File: config.mk
export PLATFORM = sky130hd
export DESIGN_NAME = lcm_unit
export DESIGN_NICKNAME = d
export VERILOG_FILES = /design/src/rtl/lcm_unit.sv
export SDC_FILE = /design/constraint.sdc
export NUM_CORES = 1
export LEC_CHECK = 0
export CORE_MARGIN = 1.5
export CORE_UTILIZATION = 55
export DETAILED_ROUTE_END_ITERATION = 16
export GPL_TIMING_DRIVEN = 0
export HOLD_SLACK_MARGIN = 0.02
export PLACE_DENSITY = 0.8
export REMOVE_ABC_BUFFERS = 1
export SYNTH_ARGS = -nofsm -noshare
export SYNTH_HDL_FRONTEND = slang
export SYNTH_SLANG_ARGS = --single-unit
File: constraint.sdc
create_clock -name clk -period 8.15 [get_ports clk]
set_input_delay 1.2225 -clock clk [delete_from_list [all_inputs] [get_ports clk]]
set_output_delay 1.2225 -clock clk [all_outputs]
set_load 0.005 [all_outputs]
File: src/rtl/lcm_unit.sv
// Sequential LCM stage fed by the combinational gcd block: lcm = (inA / inG) * inB,
// computed with a 16-step restoring divider followed by a 16-step shift-add multiplier.
module lcm_unit (
  input  logic        clk,
  input  logic        rst,
  input  logic        start,
  input  logic [15:0] inA,
  input  logic [15:0] inB,
  input  logic [15:0] inG,
  output logic        busy,
  output logic        done,
  output logic [31:0] out,
  output logic        err
);

  typedef enum logic [1:0] {StIdle, StDiv, StMul, StDone} state_e;

  state_e      state_q;
  logic [15:0] b_q;
  logic [15:0] g_q;
  logic [15:0] rem_q;
  logic [15:0] dvd_q;
  logic [3:0]  cnt_q;
  logic [31:0] mcand_q;
  logic [15:0] mplier_q;
  logic [31:0] acc_q;
  logic        err_q;

  logic [16:0] rem_sh;
  logic        rem_ge;
  logic [15:0] rem_nx;
  logic [15:0] quo_nx;
  logic [31:0] acc_nx;

  // The remainder after a subtraction is always below inG, so 16 bits suffice and the
  // low-bit subtraction is exact whenever rem_ge holds.
  always_comb begin
    rem_sh = {rem_q, dvd_q[15]};
    rem_ge = (rem_sh >= {1'b0, g_q});
    rem_nx = rem_ge ? (rem_sh[15:0] - g_q) : rem_sh[15:0];
    quo_nx = {dvd_q[14:0], rem_ge};
    acc_nx = mplier_q[0] ? (acc_q + mcand_q) : acc_q;
  end

  always_ff @(posedge clk or posedge rst) begin
    if (rst) begin
      state_q  <= StIdle;
      b_q      <= '0;
      g_q      <= '0;
      rem_q    <= '0;
      dvd_q    <= '0;
      cnt_q    <= '0;
      mcand_q  <= '0;
      mplier_q <= '0;
      acc_q    <= '0;
      err_q    <= 1'b0;
      busy     <= 1'b0;
      done     <= 1'b0;
      out      <= '0;
      err      <= 1'b0;
    end else begin
      unique case (state_q)
        StIdle: begin
          done <= 1'b0;
          if (start) begin
            b_q   <= inB;
            g_q   <= inG;
            err_q <= 1'b0;
            if (inA == 16'd0 || inB == 16'd0) begin
              out     <= '0;
              err     <= ((inA | inB) != 16'd0) && (inG == 16'd0);
              done    <= 1'b1;
              state_q <= StDone;
            end else if (inG == 16'd0) begin
              out     <= '0;
              err     <= 1'b1;
              done    <= 1'b1;
              state_q <= StDone;
            end else begin
              dvd_q   <= inA;
              rem_q   <= '0;
              cnt_q   <= '0;
              busy    <= 1'b1;
              state_q <= StDiv;
            end
          end
        end
        StDiv: begin
          rem_q <= rem_nx;
          dvd_q <= quo_nx;
          cnt_q <= cnt_q + 4'd1;
          if (cnt_q == 4'd15) begin
            // Nonzero remainder means inG does not divide inA; result is still produced.
            if (rem_nx != 16'd0) err_q <= 1'b1;
            mcand_q  <= {16'd0, b_q};
            mplier_q <= quo_nx;
            acc_q    <= '0;
            cnt_q    <= '0;
            state_q  <= StMul;
          end
        end
        StMul: begin
          acc_q    <= acc_nx;
          mcand_q  <= mcand_q << 1;
          mplier_q <= mplier_q >> 1;
          cnt_q    <= cnt_q + 4'd1;
          if (cnt_q == 4'd15) begin
            out     <= acc_nx;
            err     <= err_q;
            done    <= 1'b1;
            busy    <= 1'b0;
            state_q <= StDone;
          end
        end
        StDone: begin
          done    <= 1'b0;
          state_q <= StIdle;
        end
        default: state_q <= StIdle;
      endcase
    end
  end

endmodule

==> impl_metrics.yaml, run 1 <==
run_status:
  result_of_the_run: "finished, final reports clean"
detailed_routing:
  detail_route.first_pass.iterations: 5
  drt.antenna.violating_nets: 0
  dr.first_iter.drc_count: 548
  post_drt_wl_per_cell_um: 17.2
  dr_total_vias: 8947
  drc: 0
  total_wire_length_after_detailed_routing_um: 25600
  average_vias_per_placed_instance: 6.00
power_and_ir_drop:
  vdd_drop_max_v: 0.000257
  p_int_mw: 2.61
  clkPwrFrac: 0.170
  finalPower_mw: 4.53
  power_frac_seq: 0.338
  power-per-cell-area_nw_per_um2: 364
  power.share.switching: 0.423
  leakagePower_nw: 5.46
  switching_power_mw: 1.92
  comb_power_share: 0.492
clocking:
  clock_tree.htree_level_count: 4
  cts.sink_count: 186
  max-clock-path-buffers: 2
  cts_hold_repair.buffers: 0
  cts.root.buffer_cell: "sky130_fd_sc_hd__clkbuf_16"
  cts_buffers: 17
  worst_skew_pair.late_latency_ns: 0.44
  cts_tree: "yes"
  post_cts_buffers: 0
  cts_resized: 0
  clk_pin_slew_worst_paths_ns: 0.07
sta:
  hold_slack_ns: 0.467
  finalCritPeriodShare: 0.489
  final_period_minus_worst_setup_slack_ns: 3.99
  maxSlewHeadroom: 0.190
  setup_slack_ns: 4.16
  max_freq_ghz: 0.251
  hold_viol_final: 0
  max_slew.worst_pin.slew_ns: 1.21
  rsz0062_at_grt: "false"
  finalSetupViolCount: 0
  fin_tns_setup_ns: 0
  skew_ns: 0.00813
  report.final.slew_viol_count: 0
finish:
  layout.filler_cells: 1556
  synthToLayoutAreaGrowth_pct: 16.3
  area_taken_by_flip_flops_and_latches_um2: 4660
  nNetsFinal: 1322
  post_route_cells_drive_above_1_share: 0.0756
  postLayoutCoreUtil: 0.658
  multiInputGateArea_um2: 5750
  insertedDiodeCount: 0
  layout_common_cells: "199 x sky130_fd_sc_hd__nand2_1, 185 x sky130_fd_sc_hd__dfrtp_1, 155 x sky130_fd_sc_hd__o21ai_0, 85 x sky130_fd_sc_hd__clkdlybuf4s50_1, 64 x sky130_fd_sc_hd__mux2i_1"
  most_common_cell_after_layout_fill_and_taps_aside: "sky130_fd_sc_hd__nand2_1"
floorplan:
  floorplan.initialDensity: 0.566
  placeableCoreArea_um2: 18900
  die_w_um: 142
  fp.dieArea_um2: 20300
  top_level_ports: 86
  die_y_um: 142
  std_cell_rows: 50
critical_path:
  critPathMaxFanout: 20
  timing.rr.start: "dvd_q[15]"
  setup.worst_path.start_class: "primary input"
  worst_r2r_endpoint: "err_q"
  setup.reg_to_reg.worst_slack_ns: 4.25
  timing.critical_path.required_ns: 8.50
  worstSetupPathType: "primary input to flop"
  worst-endpoint-arrival_ns: 4.34
  critPathCaptureType: "flop"
  worst_r2r_path_depth: 13
global_route:
  first_global_vias: 8671
  grt_overflow_total: 0
  grt_util_all_layers: 0.265
  pin_count_of_the_biggest_net_entering_global_routing: 105
  first_pass_grt_wire_length_um: 42600
  initial_antenna_violation_count: 0
place:
  place_congestion: 0.901
  dpl_worst_slack_ns: 3.74
  port-buffer-count: 85
  dp_hpwl_um: 18100
min_path:
  whs_path_depth: 2
  hold_path_end: "out[1]"
  min_path_type: "flop to flop"
  timing.hold.worst.start: "out[1]"
synth:
  synth_flop_cell: "sky130_fd_sc_hd__dfrtp_1"
  synth_top_area_frac: 0.435
  syn_inst: 1157
  avgSynthCellArea_um2: 9.24
  synth_seq_cells: 186
  netlist.top_cell.by_area: "sky130_fd_sc_hd__dfrtp_1"
  ys_types: 68
  syn_area_um2: 10700
  asyncSetResetFlopFracSynth: 1.00
  edff_count_synth: 0
  netlist_top_cells_area: "sky130_fd_sc_hd__dfrtp_1 44%, sky130_fd_sc_hd__o21ai_0 7.3%, sky130_fd_sc_hd__nand2_1 7.0%"
  seq_area_frac_synth: 0.435
  ys.warnings.count: 0
run:
  timing.max_cap.violations: 0
-- Yosys cell counts (all sizes together), types with 18 or more instances --
| master | instances |
|---|---|
| dfrtp | 186 |
| o21ai | 160 |
| a21o | 18 |
| clkbuf | 44 |
| inv | 40 |
| mux2i | 64 |
| nand2 | 200 |
| nor2 | 43 |
| xnor2 | 19 |
| a21oi | 47 |
| nand3 | 34 |
| ha | 52 |
| mux2 | 39 |
-- power groups by stage --
stage                     registers, mW  clock network (mW)  logic, mW
after floorplan                    1.45                   0       1.56
after global routing               1.57               0.823       2.47
after global placement             1.54                   0       2.07
after detailed placement           1.55                   0       2.20
final                              1.53               0.772       2.23
after CTS                          1.53               0.785       2.22
-- state kept, by name, indices dropped and copies added (netlist names) --
name      flops
err_q         1
rem_q        16
mcand_q      32
dvd_q        16
busy          1
state_q       2
acc_q        32
err           1
b_q          16
cnt_q         4
done          1
mplier_q     16
g_q          16
out          32
-- critical path, stage by stage --
cell	delay, ns
sky130_fd_sc_hd__clkdlybuf4s50_1	0.43
sky130_fd_sc_hd__nor4_1	0.47
sky130_fd_sc_hd__and4_1	0.35
sky130_fd_sc_hd__and3b_1	0.24
sky130_fd_sc_hd__nor2_1	0.35
sky130_fd_sc_hd__o21a_1	0.67
sky130_fd_sc_hd__nand2_1	0.35
sky130_fd_sc_hd__o21ai_0	0.24
-- area by class of cell --
cell class,count,share of cell area
Multi-Input combinational cell,880,0.462
Sequential cell,186,0.374
Timing Repair Buffer,91,0.0811
Clock buffer,20,0.0359
Tap cell,260,0.0262
Inverter,41,0.0130
Clock inverter,12,0.00745
-- per-layer routing --
layer,track usage,wire (µm),vias to the layer above
met4,0.106,851,0
met1,0.351,11400,4331
met2,0.437,12300,270
li1,-,-,4286
met3,0.0421,1110,60
met5,0,0,-
-- worst max path at each step --
stage / from / end / slack (ns) / depth (start not counted)
detailed placement: inG[0] / out[25] / 3.74 / 8
global placement: state_q[0] / acc_q[28] / -4.23 / 5
global route: dvd_q[15] / err_q / 4.05 / 13
CTS: inG[0] / out[7] / 4.20 / 8
floorplan: state_q[0] / acc_q[25] / 0.12 / 5
finish: inG[0] / out[7] / 4.16 / 8
-- kinds of logic after synthesis --
kind of cell | count (synthesis) | share of synthesized area
xor+xnor | 26 | 0.0213
mux | 103 | 0.101
compound gates | 328 | 0.189
flops | 186 | 0.435
buf+inv | 91 | 0.0322
fa+ha+maj | 55 | 0.0655
simple gates | 368 | 0.156
-- stage by stage --
step	instance area, µm²	cells
after CTS	12400	1490
after floorplan	10500	1107
after detailed placement	11900	1458
final	12400	1490
after global placement	11700	1452
after global routing	12400	1490
No activity file was read; power rests on OpenSTA's default activity.
==> inputs of run 2 (changes only) <==
--- a/config.mk
+++ b/config.mk
@@ -6,11 +6,11 @@
 export NUM_CORES = 1
 export LEC_CHECK = 0
 export CORE_MARGIN = 1.5
-export CORE_UTILIZATION = 55
+export CORE_UTILIZATION = 53
 export DETAILED_ROUTE_END_ITERATION = 16
 export GPL_TIMING_DRIVEN = 0
 export HOLD_SLACK_MARGIN = 0.02
-export PLACE_DENSITY = 0.8
+export PLACE_DENSITY = 0.81
 export REMOVE_ABC_BUFFERS = 1
 export SYNTH_ARGS = -nofsm -noshare
 export SYNTH_HDL_FRONTEND = slang
==> constraint.sdc (replaced) <==
create_clock -name clk -period 3.5 [get_ports clk]
set_input_delay 0.525 -clock clk [delete_from_list [all_inputs] [get_ports clk]]
set_output_delay 0.525 -clock clk [all_outputs]
set_load 0.005 [all_outputs]
==> impl_metrics.yaml, run 2 (synthesis results as in run 1) <==
run_status:
  result_of_the_run: "finished, final reports clean"
floorplan:
  top_level_ports: 86
  floorplan.initialDensity: 0.544
  placeableCoreArea_um2: 19700
  die_w_um: 145
  std_cell_rows: 51
  die_y_um: 145
  fp.dieArea_um2: 21000
sta:
  finalCritPeriodShare: 0.968
  hold_viol_final: 0
  skew_ns: 0.0103
  maxSlewHeadroom: 0.427
  finalSetupViolCount: 0
  max_freq_ghz: 0.295
  max_slew.worst_pin.slew_ns: 0.856
  final_period_minus_worst_setup_slack_ns: 3.39
  report.final.slew_viol_count: 0
finish:
  post_route_cells_drive_above_1_share: 0.0947
  top_regs: "acc_q x32, mcand_q x32, out x32"
  layout_common_cells: "197 x sky130_fd_sc_hd__nand2_1, 185 x sky130_fd_sc_hd__dfrtp_1, 155 x sky130_fd_sc_hd__o21ai_0, 85 x sky130_fd_sc_hd__clkdlybuf4s50_1, 64 x sky130_fd_sc_hd__mux2i_1"
  most_common_cell_after_layout_fill_and_taps_aside: "sky130_fd_sc_hd__nand2_1"
  synthToLayoutAreaGrowth_pct: 18.4
  layout.filler_cells: 1632
  nNetsFinal: 1328
  insertedDiodeCount: 0
  finalNonFillerCells: 1501
global_route:
  grt_util_all_layers: 0.245
  pin_count_of_the_biggest_net_entering_global_routing: 103
  initial_antenna_violation_count: 0
  first_pass_grt_wire_length_um: 42000
  grt_overflow_total: 0
  first_global_vias: 8490
clocking:
  worst_skew_pair.late_latency_ns: 0.44
  cts_buffers: 17
  clk_pin_slew_worst_paths_ns: 0.06
  cts_tree: "yes"
  clock_tree.htree_level_count: 4
  cts.sink_count: 186
  max-clock-path-buffers: 2
  cts.root.buffer_cell: "sky130_fd_sc_hd__clkbuf_16"
critical_path:
  setup.worst_path.start_class: "flop"
  worst-endpoint-arrival_ns: 3.69
  worstSetupPathType: "flop to flop"
  critPathMaxFanout: 11
  setup.reg_to_reg.worst_slack_ns: 0.11
  critPathCaptureType: "flop"
  worst_r2r_endpoint: "rem_q[15]"
  timing.critical_path.required_ns: 3.80
  timing.rr.start: "rem_q[0]"
  worst_r2r_path_depth: 10
min_path:
  hold_path_end: "out[7]"
  whs_path_depth: 2
  timing.hold.worst.start: "out[7]"
  min_path_type: "flop to flop"
power_and_ir_drop:
  power_frac_seq: 0.325
  finalPower_mw: 11.0
  vdd_drop_max_v: 0.000562
  clkPwrFrac: 0.188
  p_int_mw: 6.47
  power-per-cell-area_nw_per_um2: 865
  switching_power_mw: 4.49
  power.share.switching: 0.410
  comb_power_share: 0.487
  leakagePower_nw: 5.57
detailed_routing:
  dr_total_vias: 8895
  dr.first_iter.drc_count: 617
  detail_route.first_pass.iterations: 5
  total_wire_length_after_detailed_routing_um: 25300
  average_vias_per_placed_instance: 5.93
  drt.antenna.violating_nets: 0
  drc: 0
  post_drt_wl_per_cell_um: 16.9
place:
  dp_hpwl_um: 17800
  post-place-cells: 1463
  place_congestion: 0.885
  port-buffer-count: 85
run:
  timing.max_cap.violations: 0
==> run 2: cell count changes in the layout (fill, tap and decap cells not counted), moves of 3 or more <==
cell and delta:
sky130_fd_sc_hd__buf_4 +6, sky130_fd_sc_hd__a211oi_2 +3, sky130_fd_sc_hd__buf_16 -3, sky130_fd_sc_hd__clkinvlp_4 -4
sky130_fd_sc_hd__bufinv_16 +4, sky130_fd_sc_hd__a211oi_1 -3, sky130_fd_sc_hd__buf_12 +3
==> run 2: layout make-up <==
type	instances	area [µm²]	area share
inverter	41	161	0.0128
sequential	186	4660	0.368
multi-input combinational	880	5850	0.462
timing repair buffer	97	1030	0.0814
clock inverter	14	193	0.0152
tap	265	332	0.0262
clock buffer	18	439	0.0347
==> run 2: worst max-delay path by stage <==
stage	depth (start not counted)	to	startpoint	slack (ns)
finish	10	rem_q[15]	rem_q[0]	0.11
CTS	13	err_q	dvd_q[15]	0.02
global placement	5	acc_q[28]	state_q[0]	-8.83
global route	13	err_q	dvd_q[15]	-0.005
floorplan	5	acc_q[25]	state_q[0]	-4.53
detailed placement	13	err_q	dvd_q[15]	-0.35
==> run 2: through the flow <==
stage | area [µm²] | setup TNS [ns] | setup WS (ns) | utilization | hold slack [ns]
global route | 12700 | -0.00542 | -0.00542 | 0.644 | 0.503
global placement | 11700 | -1530.94 | -8.83 | 0.595 | 0.456
floorplan | 10500 | -711.61 | -4.53 | - | 0.445
detailed placement | 11900 | -2.47 | -0.347 | 0.604 | 0.469
CTS | 12500 | 0 | 0.0165 | 0.638 | 0.482
finish | 12700 | 0 | 0.113 | 0.644 | 0.476
==> run 2: worst max-delay path, cell delays in order (launching register included) <==
cell	delay (ns)
sky130_fd_sc_hd__dfrtp_1	0.45
sky130_fd_sc_hd__ha_1	0.35
sky130_fd_sc_hd__nor2b_4	0.14
sky130_fd_sc_hd__o31a_1	0.27
sky130_fd_sc_hd__or3_4	0.36
sky130_fd_sc_hd__a21oi_1	0.18
sky130_fd_sc_hd__o31ai_2	0.14
sky130_fd_sc_hd__o311ai_4	0.51
sky130_fd_sc_hd__nand2_2	0.36
sky130_fd_sc_hd__mux2i_1	0.37
sky130_fd_sc_hd__o21ai_0	0.12
==> run 2: timing repair <==
| action | CTS | global route |
|---|---|---|
| setup buffers | 2 | 4 |
| gates resized for setup | 6 | 19 |
| endpoints found under the setup margin | 12 | 25 |
| pin swaps | 1 | 5 |
| endpoints found under the hold margin | 0 | 0 |
| hold buffers | 0 | 0 |
==> run 2: metal layers <==
layer	wire length [µm]	GRT usage	up-vias
met4	763	0.112	0
met5	0	0	-
met2	12100	0.401	265
met3	1170	0.0311	59
li1	-	-	4300
met1	11300	0.325	4271
==> run 2: power groups by stage <==
stage | clock network [mW] | logic [mW] | registers, mW
finish | 2.06 | 5.33 | 3.56
global route | 2.17 | 5.91 | 3.67
CTS | 2.09 | 5.16 | 3.55
detailed placement | 0 | 5.07 | 3.58
global placement | 0 | 4.53 | 3.52
floorplan | 0 | 3.56 | 3.37
==> inputs of run 3 (changes only) <==
--- a/config.mk
+++ b/config.mk
@@ -10,6 +10,7 @@
 export DETAILED_ROUTE_END_ITERATION = 16
 export GPL_TIMING_DRIVEN = 0
 export HOLD_SLACK_MARGIN = 0.02
+export MAX_ROUTING_LAYER = met4
 export PLACE_DENSITY = 0.81
 export REMOVE_ABC_BUFFERS = 1
 export SYNTH_ARGS = -nofsm -noshare
==> impl_metrics.yaml, run 3 (synthesis results as in run 1) <==
run_status:
  result_of_the_run: "finished, final reports clean"
clocking:
  clk_pin_slew_worst_paths_ns: 0.06
  max-clock-path-buffers: 2
  worst_skew_pair.late_latency_ns: 0.43
  cts.sink_count: 186
  cts_buffers: 17
  cts.root.buffer_cell: "sky130_fd_sc_hd__clkbuf_16"
  clock_tree.htree_level_count: 4
  cts_tree: "yes"
critical_path:
  worst-path-stages: 12
  critPathMaxFanout: 3
  cpLargestDelayFamily: "compound AO/OA/AOI/OAI gates"
  path_cells: "inv_2 > ha_4 > inv_2 > fa_2 > a211o_1 > a21oi_2 > o21ba_4 > xnor2_2 > or4_4 > or4_4 > o41ai_4 > a211oi_2"
  crit_slowest_cell: "sky130_fd_sc_hd__or4_4"
  cp_slowest_stage_delay_ns: 0.56
  worst_r2r_path_depth: 12
  timing.critical_path.required_ns: 3.80
  setup.worst_path.start_class: "flop"
  worstSetupPathType: "flop to flop"
  timing.rr.start: "dvd_q[15]"
  setup.reg_to_reg.worst_slack_ns: 0.01
  crit_path_end: "err_q"
  count_of_buffering_cells_on_the_critical_path_with_inverters_included: 2
  critPathCaptureType: "flop"
  crit_start: "dvd_q[15]"
  worst-endpoint-arrival_ns: 3.79
  worst_r2r_endpoint: "err_q"
finish:
  insertedDiodeCount: 0
  most_common_cell_after_layout_fill_and_taps_aside: "sky130_fd_sc_hd__nand2_1"
  final_design_area_no_fill_um2: 12700
  layout_common_cells: "197 x sky130_fd_sc_hd__nand2_1, 186 x sky130_fd_sc_hd__dfrtp_1, 155 x sky130_fd_sc_hd__o21ai_0, 85 x sky130_fd_sc_hd__clkdlybuf4s50_1, 64 x sky130_fd_sc_hd__mux2i_1"
  finalNonFillerCells: 1502
  post_route_cells_drive_above_1_share: 0.0946
  layout.filler_cells: 1627
  synthToLayoutAreaGrowth_pct: 18.3
  top_regs: "acc_q x32, mcand_q x32, out x32"
  nNetsFinal: 1329
place:
  port-buffer-count: 85
  place_congestion: 0.903
  placement.cell_area_um2: 11900
  dpl_worst_slack_ns: -0.389
  post-place-cells: 1464
  dp_hpwl_um: 17900
floorplan:
  floorplan.initialDensity: 0.544
  std_cell_rows: 51
  fp.dieArea_um2: 21000
  die_w_um: 145
  top_level_ports: 86
  placeableCoreArea_um2: 19700
  die_y_um: 145
sta:
  final_period_minus_worst_setup_slack_ns: 3.49
  hold_slack_ns: 0.475
  setup_slack_ns: 0.0143
  finalSetupViolCount: 0
  max_slew.worst_pin.slew_ns: 0.820
  maxSlewHeadroom: 0.451
  report.final.slew_viol_count: 0
  skew_ns: 0.00921
  fin_tns_setup_ns: 0
  max_freq_ghz: 0.287
  finalCritPeriodShare: 0.996
  rsz0062_at_grt: "true"
  hold_viol_final: 0
detailed_routing:
  post_drt_wl_per_cell_um: 16.9
  average_vias_per_placed_instance: 5.89
  total_wire_length_after_detailed_routing_um: 25400
  dr_total_vias: 8842
  drt.antenna.violating_nets: 0
  dr.first_iter.drc_count: 620
  detail_route.first_pass.iterations: 6
  drc: 0
global_route:
  pin_count_of_the_biggest_net_entering_global_routing: 109
  grt_util_all_layers: 0.255
  initial_antenna_violation_count: 0
  first_global_vias: 8548
  grt_overflow_total: 0
  first_pass_grt_wire_length_um: 42600
power_and_ir_drop:
  vdd_drop_max_v: 0.000551
  leakagePower_nw: 5.56
  power-per-cell-area_nw_per_um2: 856
run:
  timing.max_cap.violations: 0
min_path:
  min_path_type: "flop to flop"
[run 3: changes by cell type in the layout (fill, tap and decap cells not counted), moves of 2 or more]
cell	before	now
sky130_fd_sc_hd__inv_6	4	0
sky130_fd_sc_hd__bufinv_16	4	1
sky130_fd_sc_hd__buf_16	2	4
sky130_fd_sc_hd__clkinvlp_4	0	3
sky130_fd_sc_hd__clkbuf_8	1	3
sky130_fd_sc_hd__clkbuf_1	0	2
[run 3: how the worst min path moves through the flow]
stage	from	to	cells after the start	slack, ns
after floorplan	mplier_q[1]	mplier_q[1]	2	0.44
after global routing	mplier_q[14]	mplier_q[14]	2	0.50
after global placement	out[1]	out[1]	2	0.46
after detailed placement	out[5]	out[5]	2	0.47
final	out[5]	out[5]	2	0.47
after CTS	out[5]	out[5]	2	0.48
[run 3: worst reg2reg max path, stage by stage, from the launching register on]
cell and delay [ns]:
sky130_fd_sc_hd__dfrtp_1 0.41, sky130_fd_sc_hd__inv_2 0.07, sky130_fd_sc_hd__ha_4 0.12, sky130_fd_sc_hd__inv_2 0.04
sky130_fd_sc_hd__fa_2 0.40, sky130_fd_sc_hd__a211o_1 0.31, sky130_fd_sc_hd__a21oi_2 0.22, sky130_fd_sc_hd__o21ba_4 0.19
sky130_fd_sc_hd__xnor2_2 0.07, sky130_fd_sc_hd__or4_4 0.54, sky130_fd_sc_hd__or4_4 0.56, sky130_fd_sc_hd__o41ai_4 0.33
sky130_fd_sc_hd__a211oi_2 0.11
[run 3: per-layer routing]
layer | up-vias | share of wire | GRT usage
li1 | 4304 | - | -
met1 | 4270 | 0.44 | 0.324
met2 | 227 | 0.50 | 0.420
met3 | 41 | 0.042 | 0.0406
met4 | 0 | 0.023 | 0.0778
met5 | - | 0 | -
[run 3: area by class of cell]
type	count	area, µm²	share of cell area
flip-flops and latches	186	4650	0.368
clock inverters	10	93.8	0.00742
repair buffers	98	1070	0.0843
multi-input cells	880	5870	0.464
clock buffers	22	474	0.0375
well taps	265	332	0.0262
inverters	41	161	0.0128
[run 3: what timing repair did]
item	CTS	global route
endpoints found under the hold margin	0	0
resized for setup	7	21
pin swaps	1	12
cloned	0	0
hold buffers	0	0
setup endpoints to repair	9	19
setup buffers	0	7
[run 3: where the power goes]
group | leakage [nW] | switching, mW | internal (mW) | total [mW]
logic | 2.87 | 3.08 | 2.38 | 5.46
clock network | 0.272 | 0.825 | 1.04 | 1.86
registers | 2.42 | 0.598 | 2.91 | 3.51
[run 3: per-stage QoR]
step	total power, mW	util
finish	10.8	0.644
CTS	10.6	0.637
detailed placement	8.69	0.606
global placement	8.05	0.595
floorplan	6.94	-
global route	11.6	0.644
==> patch 1 (settings of run 1) <==
Re-encode `state_e` (4 states) as Gray code, 2 bits wide.
--- a/src/rtl/lcm_unit.sv
+++ b/src/rtl/lcm_unit.sv
@@ -14,5 +14,5 @@
 );
 
-  typedef enum logic [1:0] {StIdle, StDiv, StMul, StDone} state_e;
+  typedef enum logic [1:0] {StIdle = 2'b00, StDiv = 2'b01, StMul = 2'b11, StDone = 2'b10} state_e;
 
   state_e      state_q;
Behaviour: no difference found for any inputs over 10 cycles, from zero or initial values and one cycle with rst high; not proved beyond that.
==> patch 1 against run 1 <==
Core utilization down 1.0 points; wire length down 5.4%; synthesized cell count down 5.3%; cell area down 3.2%; die area down 2.8%; clock skew up 1.6 ps; synthesized area down 2.9%; worst hold slack worse by 4.6 ps; setup slack worse by 290 ps; sequential cell count unchanged; total power up 12%.
==> patch 1: results <==
[yosys]
synth-compound-area-share_pct = 18.9
synth_area_leaders = dfrtp_1 (45%), mux2i_1 (7.0%), nand2_1 (6.0%)
synthMuxAreaShare_pct = 9.13
avgSynthCellArea_um2 = 9.47
ys_seq_area_share_pct = 44.8
ys_warn_count = 0
synthAdderAreaFrac_pct = 6.27
synth_common_cells = dfrtp_1 (186), nand2_1 (166), o21ai_0 (108)
synthXorXnorAreaFrac_pct = 3.12
synth_cell_type_count = 71

[setup_path]
cp_max_fo = 22
crit_start = inG[1]
cp.arrival_ps = 4630
r2r-start = state_q[0]

[flow_run]
cap_violations = 0

[cells_and_area]
top_regs = acc_q (32), mcand_q (32), out (32)
antenna_cells = 0
fill_cells = 1528
layout-drive-gt1-share_pct = 6.55
fin_nets = 1251

[routing]
vias = 8406
drtIter0Drc = 587
m1WireLength_um = 10800
wl_um = 24200
dr.pass1.iters = 5
wl_met3_um = 1130
route.met2.wl_um = 11800
via_per_inst = 6.03

[clock_network]
clk_pin_slew_ps = 70
post_cts_buffers = 0
cts_resized = 0
root_buffer = clkbuf_16
numCtsBuffers = 17
ctsHoldBuffers = 0
clk_latency_ps = 440
clockBufferDepth = 2

[placed_design]
dpl.hpwl_um = 16700
routabilityCongestion = 0.910
dp.cells = 1365
io_buffers = 85

[sta]
final.setup_skew_ps = 9.74
relSlewSlack_pct = 18.8

[power]
vdd_ir_drop_max_uv = 286
p_leak_uw = 0.00557

[global_routing]
grt_pass1_wl_um = 40500
grt_start_max_net_pins = 109
grt_pass1_vias = 8240
grt_usage_pct = 25.7

[status]
outcome = finished clean

[worst_hold_path]
hold_class = flip-flop to flip-flop
min_from = out[6]
==> patch 1: worst max-delay path, stage by stage <==
cell and delay [ps]:
clkdlybuf4s50_1 430, nor4_1 580, nand4_1 280, and3_1 300, nand2b_1 870, and2_1 690, nand2_1 150, o21ai_0 110
==> patch 1: report_power, final <==
group,leakage (uW),internal (uW),switching [uW]
clock,0.000274,471,352
sequential,0.00236,1320,337
combinational,0.00294,1160,1450
==> patch 1: layout make-up <==
type	instances	share of cell area, %
timing repair buffer	90	8.09
clock buffer	22	3.94
inverter	39	1.28
tap	234	2.43
sequential	186	38.7
clock inverter	7	0.779
multi-input combinational	816	44.8
==> patch 1: metrics by stage <==
stage | instance area, um2 | worst slack, ps | total power, uW | setup TNS (ps) | utilization (%)
4_1_cts | 12000 | 3850 | 5080 | 0 | 64.8
3_3_place_gp | 11300 | -746 | 4130 | -124380 | 60.9
5_1_grt | 12000 | 3640 | 5480 | 0 | 64.8
6_report | 12000 | 3870 | 5090 | 0 | 64.8
2_1_floorplan | 10200 | 1870 | 3500 | 0 | -
3_5_place_dp | 11500 | 3460 | 4240 | 0 | 61.7
==> patch 1: path summary, 6_finish.rpt <==
| kind | cells after the start | slack, ps | endpoint |
|---|---|---|---|
| worst max register to register | 4 | 4590 | out[19] |
| min in group asynchronous | 2 | 1250 | b_q[6] |
| worst min register to register | 2 | 460 | out[6] |
| worst min-delay path | 2 | 460 | out[6] |
| worst max-delay path | 8 | 3870 | rem_q[0] |
| max in group asynchronous | 3 | 5950 | mplier_q[0] |
==> patch 1: per-layer routing <==
metal / up-vias / global-route usage [%]
met1: 4098 / 34.0
met3: 49 / 4.31
met2: 225 / 42.9
li1: 4034 / -
met4: 0 / 9.36
met5: - / 0
==> patch 2 (config.mk and constraints of run 1) <==
Made on the original files. Make the reset (`rst`) synchronous in one clocked block.
--- a/src/rtl/lcm_unit.sv
+++ b/src/rtl/lcm_unit.sv
@@ -43,5 +43,5 @@
   end
 
-  always_ff @(posedge clk or posedge rst) begin
+  always_ff @(posedge clk) begin
     if (rst) begin
       state_q  <= StIdle;
Function: differs if rst is asserted again (counterexample within 4 cycles, from zero or initial values and one cycle with rst high); with rst held inactive, the same outputs for 10 cycles.
==> patch 2 against run 1 <==
Sequential cell count unchanged; wire length decreased by 5.8%; critical path type unchanged; largest cell class unchanged; synthesized area shrank 5.8%; cell area shrank 6.1%; total power fell by 14%; worst hold slack worse by 18 ps; sequential share of layout area decreased by 5.5 points; critical endpoint is now out[23]; setup slack got worse by 450 ps.
==> patch 2: results <==
[status]
outcome = finished clean

[setup_path]
cp_max_fo = 19
ff2ff_path_depth = 6
regToRegSetupSlack_ps = 4260
r2r_end = acc_q[30]
cp_slowest_stage_delay_ps = 720
crit_start = inA[3]
cp.arrival_ps = 4820
crit_end = out[23]
r2r-start = state_q[0]
crit_slowest_cell = nor2_1

[global_routing]
antenna_found_initial = 0
grt_start_max_net_pins = 122
grt_pass1_vias = 8554
grt_pass1_wl_um = 41000
grt_usage_pct = 25.6

[placed_design]
io_buffers = 85
place_area_um2 = 11000
routabilityCongestion = 0.911
dpl.hpwl_um = 16500
dp_slack_ps = 3280

[yosys]
synth_common_cells = dfxtp_1 (186), nand2_1 (150), nor2_1 (144)
synthAdderAreaFrac_pct = 6.86
ys_warn_count = 0
synthCells = 1227
synth_cell_type_count = 69
ys_seq_area_share_pct = 37.0
synth-compound-area-share_pct = 23.5
synth_area_leaders = dfxtp_1 (37%), mux2i_1 (6.8%), ha_1 (6.5%)
synth-main-ff-cell = dfxtp_1
synthXorXnorAreaFrac_pct = 3.04
async_reset_ff_share_pct = 0
synthMuxAreaShare_pct = 7.32

[routing]
wl_per_cell_um = 16.0
dr.pass1.iters = 5
drtIter0Drc = 594
via_per_inst = 5.93
drc_errors = 0

[clock_network]
root_buffer = clkbuf_16
numCtsBuffers = 17
ctsHtreeMaxLevel = 4
post_cts_buffers = 0

[power]
p_sw_uw = 1600
p_leak_uw = 0.00454
vdd_ir_drop_max_uv = 225

[worst_hold_path]
hold_class = flip-flop to flip-flop
hold_path_end = out[31]
hold_depth = 2
min_from = out[31]

[cells_and_area]
fill_cells = 1591
antenna_cells = 0
fin_nets = 1370
instances_no_fill = 1507
layout-drive-gt1-share_pct = 4.54

[sta]
hold_slack_ps = 450
final.setup_skew_ps = 8.45
relSlewSlack_pct = 4.54
fmax_mhz = 225
==> patch 2: changes by cell type in the layout (fill, tap and decap cells not counted), sizes merged, moves of 34 or more <==
cell and delta:
nor2 +101, mux2 -34, o21ai -113, a211oi +46, dfxtp +186, nand2 -50, a21oi +76, dfrtp -186
==> patch 2: worst max-delay path: cells and delay by family <==
kind                   cells  cell delay, ps
and+or+nand+nor            6            2330
buffers and inverters      2             650
AOI/OAI and AO/OA          2             580
==> patch 2: kinds of logic after synthesis <==
logic type               count (synthesis)
AND/OR/NAND/NOR                        411
AO/OA/AOI/OAI                          361
flip-flops                             186
buffers and inverters                  107
multiplexers                            73
adder cells (fa/ha/maj)                 54
XOR/XNOR                                35
==> patch 2: power by group through the flow <==
stage                     logic (uW)  clock network (uW)  registers [uW]
after floorplan                 1340                   0            1140
after global placement          1750                   0            1170
after detailed placement        1800                   0            1180
after CTS                       1820                 878            1160
after global routing            2050                 916            1170
final                           1860                 864            1160
==> patch 2: cell type report <==
| type | count | area (um2) | share of cell area, % |
|---|---|---|---|
| multi-input cells | 934 | 5960 | 51.0 |
| flip-flops and latches | 186 | 3720 | 31.9 |
| repair buffers | 90 | 950 | 8.14 |
| clock buffers | 18 | 429 | 3.68 |
| well taps | 229 | 287 | 2.45 |
| clock inverters | 14 | 189 | 1.62 |
| inverters | 36 | 135 | 1.16 |
==> patch 2: per-layer routing <==
layer	vias to the layer above	track usage (%)	share of wire (%)
met2	232	44.4	49
met1	4183	32.6	45
met3	29	4.02	4.5
met4	0	7.87	1.5
met5	-	0	0
li1	4499	-	-
